==> src/rtl/output_seg_display.sv <==
// Time-multiplexed 4-digit 7-segment driver with double-buffered load and registered pins.
// Optional leading-zero blanking when OUTPUT_SEG_LZB_EN is defined.
module output_seg_display #(
    parameter int unsigned DIV  = 100000,
    parameter int unsigned DEAD = 16
) (
    input  logic        Clock,
    input  logic        Reset,
    input  logic        load,
    input  logic [15:0] data,
    input  logic [3:0]  dp,
    input  logic [3:0]  en,
    output logic        busy,
    output logic        frame,
    output logic [3:0]  anode,
    output logic [6:0]  seg,
    output logic        dp_n
);

    localparam int unsigned    CntW    = (DIV > 1) ? $clog2(DIV) : 1;
    localparam logic [CntW-1:0] CntMax  = CntW'(DIV - 1);
    localparam logic [CntW-1:0] DeadCnt = CntW'(DEAD);

    function automatic logic [6:0] hex7(input logic [3:0] n);
        logic [6:0] s;
        s = 7'h00;
        case (n)
            4'h0: s = 7'h3F;
            4'h1: s = 7'h06;
            4'h2: s = 7'h5B;
            4'h3: s = 7'h4F;
            4'h4: s = 7'h66;
            4'h5: s = 7'h6D;
            4'h6: s = 7'h7D;
            4'h7: s = 7'h07;
            4'h8: s = 7'h7F;
            4'h9: s = 7'h6F;
            4'hA: s = 7'h77;
            4'hB: s = 7'h7C;
            4'hC: s = 7'h39;
            4'hD: s = 7'h5E;
            4'hE: s = 7'h79;
            4'hF: s = 7'h71;
            default: s = 7'h00;
        endcase
        return s;
    endfunction

    logic [CntW-1:0] cnt_q, cnt_d;
    logic [1:0]      digit_q, digit_d;
    logic [15:0]     pend_data_q, pend_data_d, act_data_q, act_data_d;
    logic [3:0]      pend_dp_q, pend_dp_d, act_dp_q, act_dp_d;
    logic [3:0]      pend_en_q, pend_en_d, act_en_q, act_en_d;
    logic            busy_q, busy_d;
    logic            frame_q, frame_d;
    logic [3:0]      anode_q, anode_d;
    logic [6:0]      seg_q, seg_d;
    logic            dp_n_q, dp_n_d;

    logic            tick, commit, lit;
    logic [3:0]      nibble;
    logic [3:0]      lzb;

`ifdef OUTPUT_SEG_LZB_EN
    // A digit goes dark only when it and everything above it is zero and its dp is off.
    logic z3, z2, z1;
    always_comb begin
        z3     = (act_data_q[15:12] == 4'h0);
        z2     = z3 && (act_data_q[11:8] == 4'h0);
        z1     = z2 && (act_data_q[7:4] == 4'h0);
        lzb    = 4'b0000;
        lzb[3] = z3 && !act_dp_q[3];
        lzb[2] = z2 && !act_dp_q[2];
        lzb[1] = z1 && !act_dp_q[1];
    end
`else
    assign lzb = 4'b0000;
`endif

    always_comb begin
        tick   = (cnt_q == CntMax);
        commit = tick && (digit_q == 2'd3);
        nibble = act_data_q[{digit_q, 2'b00} +: 4];

        cnt_d   = tick ? '0 : cnt_q + CntW'(1);
        digit_d = tick ? digit_q + 2'd1 : digit_q;

        pend_data_d = pend_data_q;
        pend_dp_d   = pend_dp_q;
        pend_en_d   = pend_en_q;
        if (load) begin
            pend_data_d = data;
            pend_dp_d   = dp;
            pend_en_d   = en;
        end

        act_data_d = act_data_q;
        act_dp_d   = act_dp_q;
        act_en_d   = act_en_q;
        if (commit) begin
            act_data_d = pend_data_q;
            act_dp_d   = pend_dp_q;
            act_en_d   = pend_en_q;
        end

        // A load landing on the commit cycle keeps the buffer busy for another frame.
        if (load) begin
            busy_d = 1'b1;
        end else if (commit) begin
            busy_d = 1'b0;
        end else begin
            busy_d = busy_q;
        end
        frame_d = commit;

        lit     = (cnt_q >= DeadCnt) && act_en_q[digit_q] && !lzb[digit_q];
        anode_d = 4'hF;
        seg_d   = 7'h7F;
        dp_n_d  = 1'b1;
        if (lit) begin
            anode_d = ~(4'b0001 << digit_q);
            seg_d   = ~hex7(nibble);
            dp_n_d  = ~act_dp_q[digit_q];
        end
    end

    always_ff @(posedge Clock or negedge Reset) begin
        if (!Reset) begin
            cnt_q       <= '0;
            digit_q     <= 2'd0;
            pend_data_q <= 16'h0000;
            pend_dp_q   <= 4'h0;
            pend_en_q   <= 4'h0;
            act_data_q  <= 16'h0000;
            act_dp_q    <= 4'h0;
            act_en_q    <= 4'h0;
            busy_q      <= 1'b0;
            frame_q     <= 1'b0;
            anode_q     <= 4'hF;
            seg_q       <= 7'h7F;
            dp_n_q      <= 1'b1;
        end else begin
            cnt_q       <= cnt_d;
            digit_q     <= digit_d;
            pend_data_q <= pend_data_d;
            pend_dp_q   <= pend_dp_d;
            pend_en_q   <= pend_en_d;
            act_data_q  <= act_data_d;
            act_dp_q    <= act_dp_d;
            act_en_q    <= act_en_d;
            busy_q      <= busy_d;
            frame_q     <= frame_d;
            anode_q     <= anode_d;
            seg_q       <= seg_d;
            dp_n_q      <= dp_n_d;
        end
    end

    assign busy  = busy_q;
    assign frame = frame_q;
    assign anode = anode_q;
    assign seg   = seg_q;
    assign dp_n  = dp_n_q;

endmodule

==> config.mk <==
export PLATFORM = sky130hd
export DESIGN_NAME = output_seg_display
export DESIGN_NICKNAME = d
export VERILOG_FILES = /design/src/rtl/output_seg_display.sv
export SDC_FILE = /design/constraint.sdc
export NUM_CORES = 1
export LEC_CHECK = 0
export CAP_MARGIN = 20
export CORE_MARGIN = 5
export CORE_UTILIZATION = 35
export DETAILED_ROUTE_END_ITERATION = 6
export GPL_TIMING_DRIVEN = 1
export SETUP_SLACK_MARGIN = 0.1
export SKIP_CTS_REPAIR_TIMING = 1
export SLEW_MARGIN = 30
export SYNTH_ARGS = -nofsm -noshare
export SYNTH_HDL_FRONTEND = slang
export SYNTH_SLANG_ARGS = --single-unit
==> constraint.sdc <==
create_clock -name Clock -period 3.8 [get_ports Clock]
set_clock_uncertainty 0.05 [all_clocks]
set_input_delay 0.76 -clock Clock [delete_from_list [all_inputs] [get_ports Clock]]
set_output_delay 0.76 -clock Clock [all_outputs]
set_load 0.05 [all_outputs]
==> flow_summary.json <==
{
  "status": "finished clean",
  "finalWirelength_mm": 6.377,
  "ys_ff_latch": 81,
  "netlist_instances": 268,
  "hpwl_mm": 4.452,
  "port_buffers": 40,
  "leakage_nw": 1.953,
  "drc_errors": 0,
  "cp_cell_sequence": "clkdlybuf4s50_1",
  "cp.arrival_ps": 1670,
  "setup_violations": 0,
  "vias_per_cell": 4.724,
  "critPathMaxStageDelay_ps": 790,
  "yosys-top-cells-area": "dfrtp_1 (46%), mux2_2 (10%), dfstp_2 (8.4%)",
  "clk_latency_ps": 350,
  "fin_crit_ps": 2479,
  "ys_seq_area_share_pct": 54.69,
  "powerDensity_mw_per_mm2": 363.0,
  "cp.required_ps": 2990,
  "hp-class": "primary input to async pin",
  "timing.fmax_ghz": 0.4034,
  "critPathBufInv": 1,
  "cts_tree": "done",
  "core_sq_mm": 0.01037,
  "ys_warn_count": 0,
  "grt_max_degree": 82,
  "rsz0062_at_grt": "no",
  "grt_antenna_before_repair": 0,
  "synth-edff-count": 0,
  "synth_async_sr_flop_share_pct": 100.0,
  "synth.largest_area_cell": "dfrtp_1",
  "crit_type": "flip-flop to primary output",
  "min_period_over_period_pct": 65.23,
  "cts-root-buf": "clkbuf_8",
  "ant_nets": 0,
  "cts.clk_slew.worst_paths_ps": 80,
  "synth.avg_cell_area_sq_um": 13.93,
  "synth_nets": 307,
  "post-synth-top-count-cell": "dfrtp_1",
  "netlist_area_sq_mm": 0.003734,
  "h-tree-depth": 3,
  "nets": 348,
  "drt_iter0_markers": 27,
  "drt_pass1_iterations": 4,
  "synthTopCellsByCount": "dfrtp_1 (69), mux2_2 (33), mux2_4 (19)",
  "ios": 41,
  "start_kind": "flip-flop",
  "synth_top_area_share_pct": 46.25,
  "max-slew-margin-rel_pct": 50.90,
  "grt_pass1_vias": 2210,
  "tightest_slew_ps": 731.0,
  "clock_path_buffers": 2,
  "grt_pass1_wl_mm": 11.03,
  "die_w_um": 113.3,
  "cp.depth": 1,
  "initial_core_util_pct": 36.00,
  "tns_ps": 0,
  "place.gp.congestion": 0.8265,
  "vdd_drop_max_mv": 0.1829,
  "endpoint_kind": "primary output",
  "num_vias": 2126,
  "cts.sinks": 81,
  "drive_above_1_share_pct": 29.62,
  "routedWlPerCell_um": 14.17,
  "gr-total-overflow": 0,
  "cpLargestDelayFamily": "buffers and inverters",
  "dieArea_sq_mm": 0.01283,
  "synth_flop_cell": "dfrtp_1",
  "numCtsBuffers": 9,
  "num-fill-cells": 989,
  "design_area_sq_mm": 0.004444,
  "rrSetupSlack_ps": 1560,
  "synth_cell_types": 38,
  "die_h_um": 113.3,
  "postPlaceCellArea_sq_mm": 0.004239,
  "area_growth_pct": 19.03,
  "slew_viol_final": 0,
  "grt_usage_pct": 10.87,
  "rows": 37,
  "hold_violations": 0,
  "n_antenna_cell": 0,
  "rr_worst_depth": 6,
  "slowest_stage": "clkdlybuf4s50_1",
  "maxCapViolations": 0,
  "cp_max_fo": 1
}
==> sequential cells by signal, summed over array words and instances, names as in the netlist <==
signal / cells
act_data_q: 16
frame: 1
pend_en_q: 4
anode: 4
seg: 7
act_en_q: 4
digit_q: 2
pend_data_q: 16
busy: 1
cnt_q: 17
pend_dp_q: 4
act_dp_q: 4
dp_n: 1
==> power by group <==
group	switching (mW)	internal [mW]	leakage, nW	total [mW]
logic	0.0297	0.0459	0.837	0.0756
clock network	0.310	0.326	0.100	0.637
registers	0.0138	0.887	1.02	0.901
total	0.354	1.26	1.95	1.61
==> metrics by stage <==
step                      total power [mW]  hold slack (ps)  worst slack, ps  std cells  utilization (%)
after floorplan                     0.9446            405.8             1915        268                -
after global placement              0.9947            423.2             1177        434            40.89
after detailed placement            0.9965            426.7             1557        434            40.88
after CTS                            1.640            414.7             1293        450            42.86
after global routing                 1.688            440.4             1273        450            42.86
final                                1.613            387.8             1321        450            42.86
==> layer usage <==
metal	vias up	part of all wire (%)	global-route usage, %
li1	1032	-	-
met1	1047	48	14.72
met2	40	46	16.31
met3	7	5.0	3.957
met4	0	1.0	3.365
met5	-	0	0
==> cell usage in the layout (no fill, tap or decap), drive strengths merged, types with 3 or more instances in the layout <==
master	n
mux2i	3
mux2	52
and3	3
ha	12
dfrtp	69
nand2	19
nand3	9
nand4	4
clkdlybuf4s50	38
inv	8
a21oi	3
xor2	12
xnor2	6
nor4	3
clkbuf	11
or3	3
nor2	13
mux4	7
dfstp	12
buf	3
==> layout make-up <==
cell class / count / area (sq um) / share of cell area [%]
Clock buffer: 11 / 141.4 / 3.181
Clock inverter: 5 / 63.81 / 1.436
Inverter: 7 / 26.28 / 0.5912
Multi-Input combinational cell: 169 / 1597 / 35.92
Sequential cell: 81 / 2042 / 45.95
Tap cell: 136 / 170.2 / 3.829
Timing Repair Buffer: 41 / 404.1 / 9.093
==> path summary, 6_finish.rpt <==
| kind | start | endpoint |
|---|---|---|
| max in group asynchronous | Reset | pend_data_q[9] |
| worst min register to register | cnt_q[11] | cnt_q[11] |
| worst max register to register | cnt_q[0] | cnt_q[7] |
| worst min-delay path | Reset | cnt_q[16] |
| worst max-delay path | seg[4] | seg[4] |
| min in group Clock | cnt_q[11] | cnt_q[11] |
==> cell families after synthesis <==
family                     Yosys count  share of synthesized area, %
buffers and inverters               18                         2.547
AOI/OAI and AO/OA                   13                         2.480
DFF                                 81                         54.69
adders and majority gates           12                         4.021
and+or+nand+nor                     64                         9.417
xor gates and xnor gates            18                         4.222
muxes                               62                         22.62
==> worst register-to-register path, stage by stage, from the launching register on <==
cell and delay, ps:
dfrtp_1 410, ha_1 250, nand3_1 190, or3_1 340, nor3_1 570, buf_4 270, nor2_1 60
No activity file was read; power rests on OpenSTA's default activity.
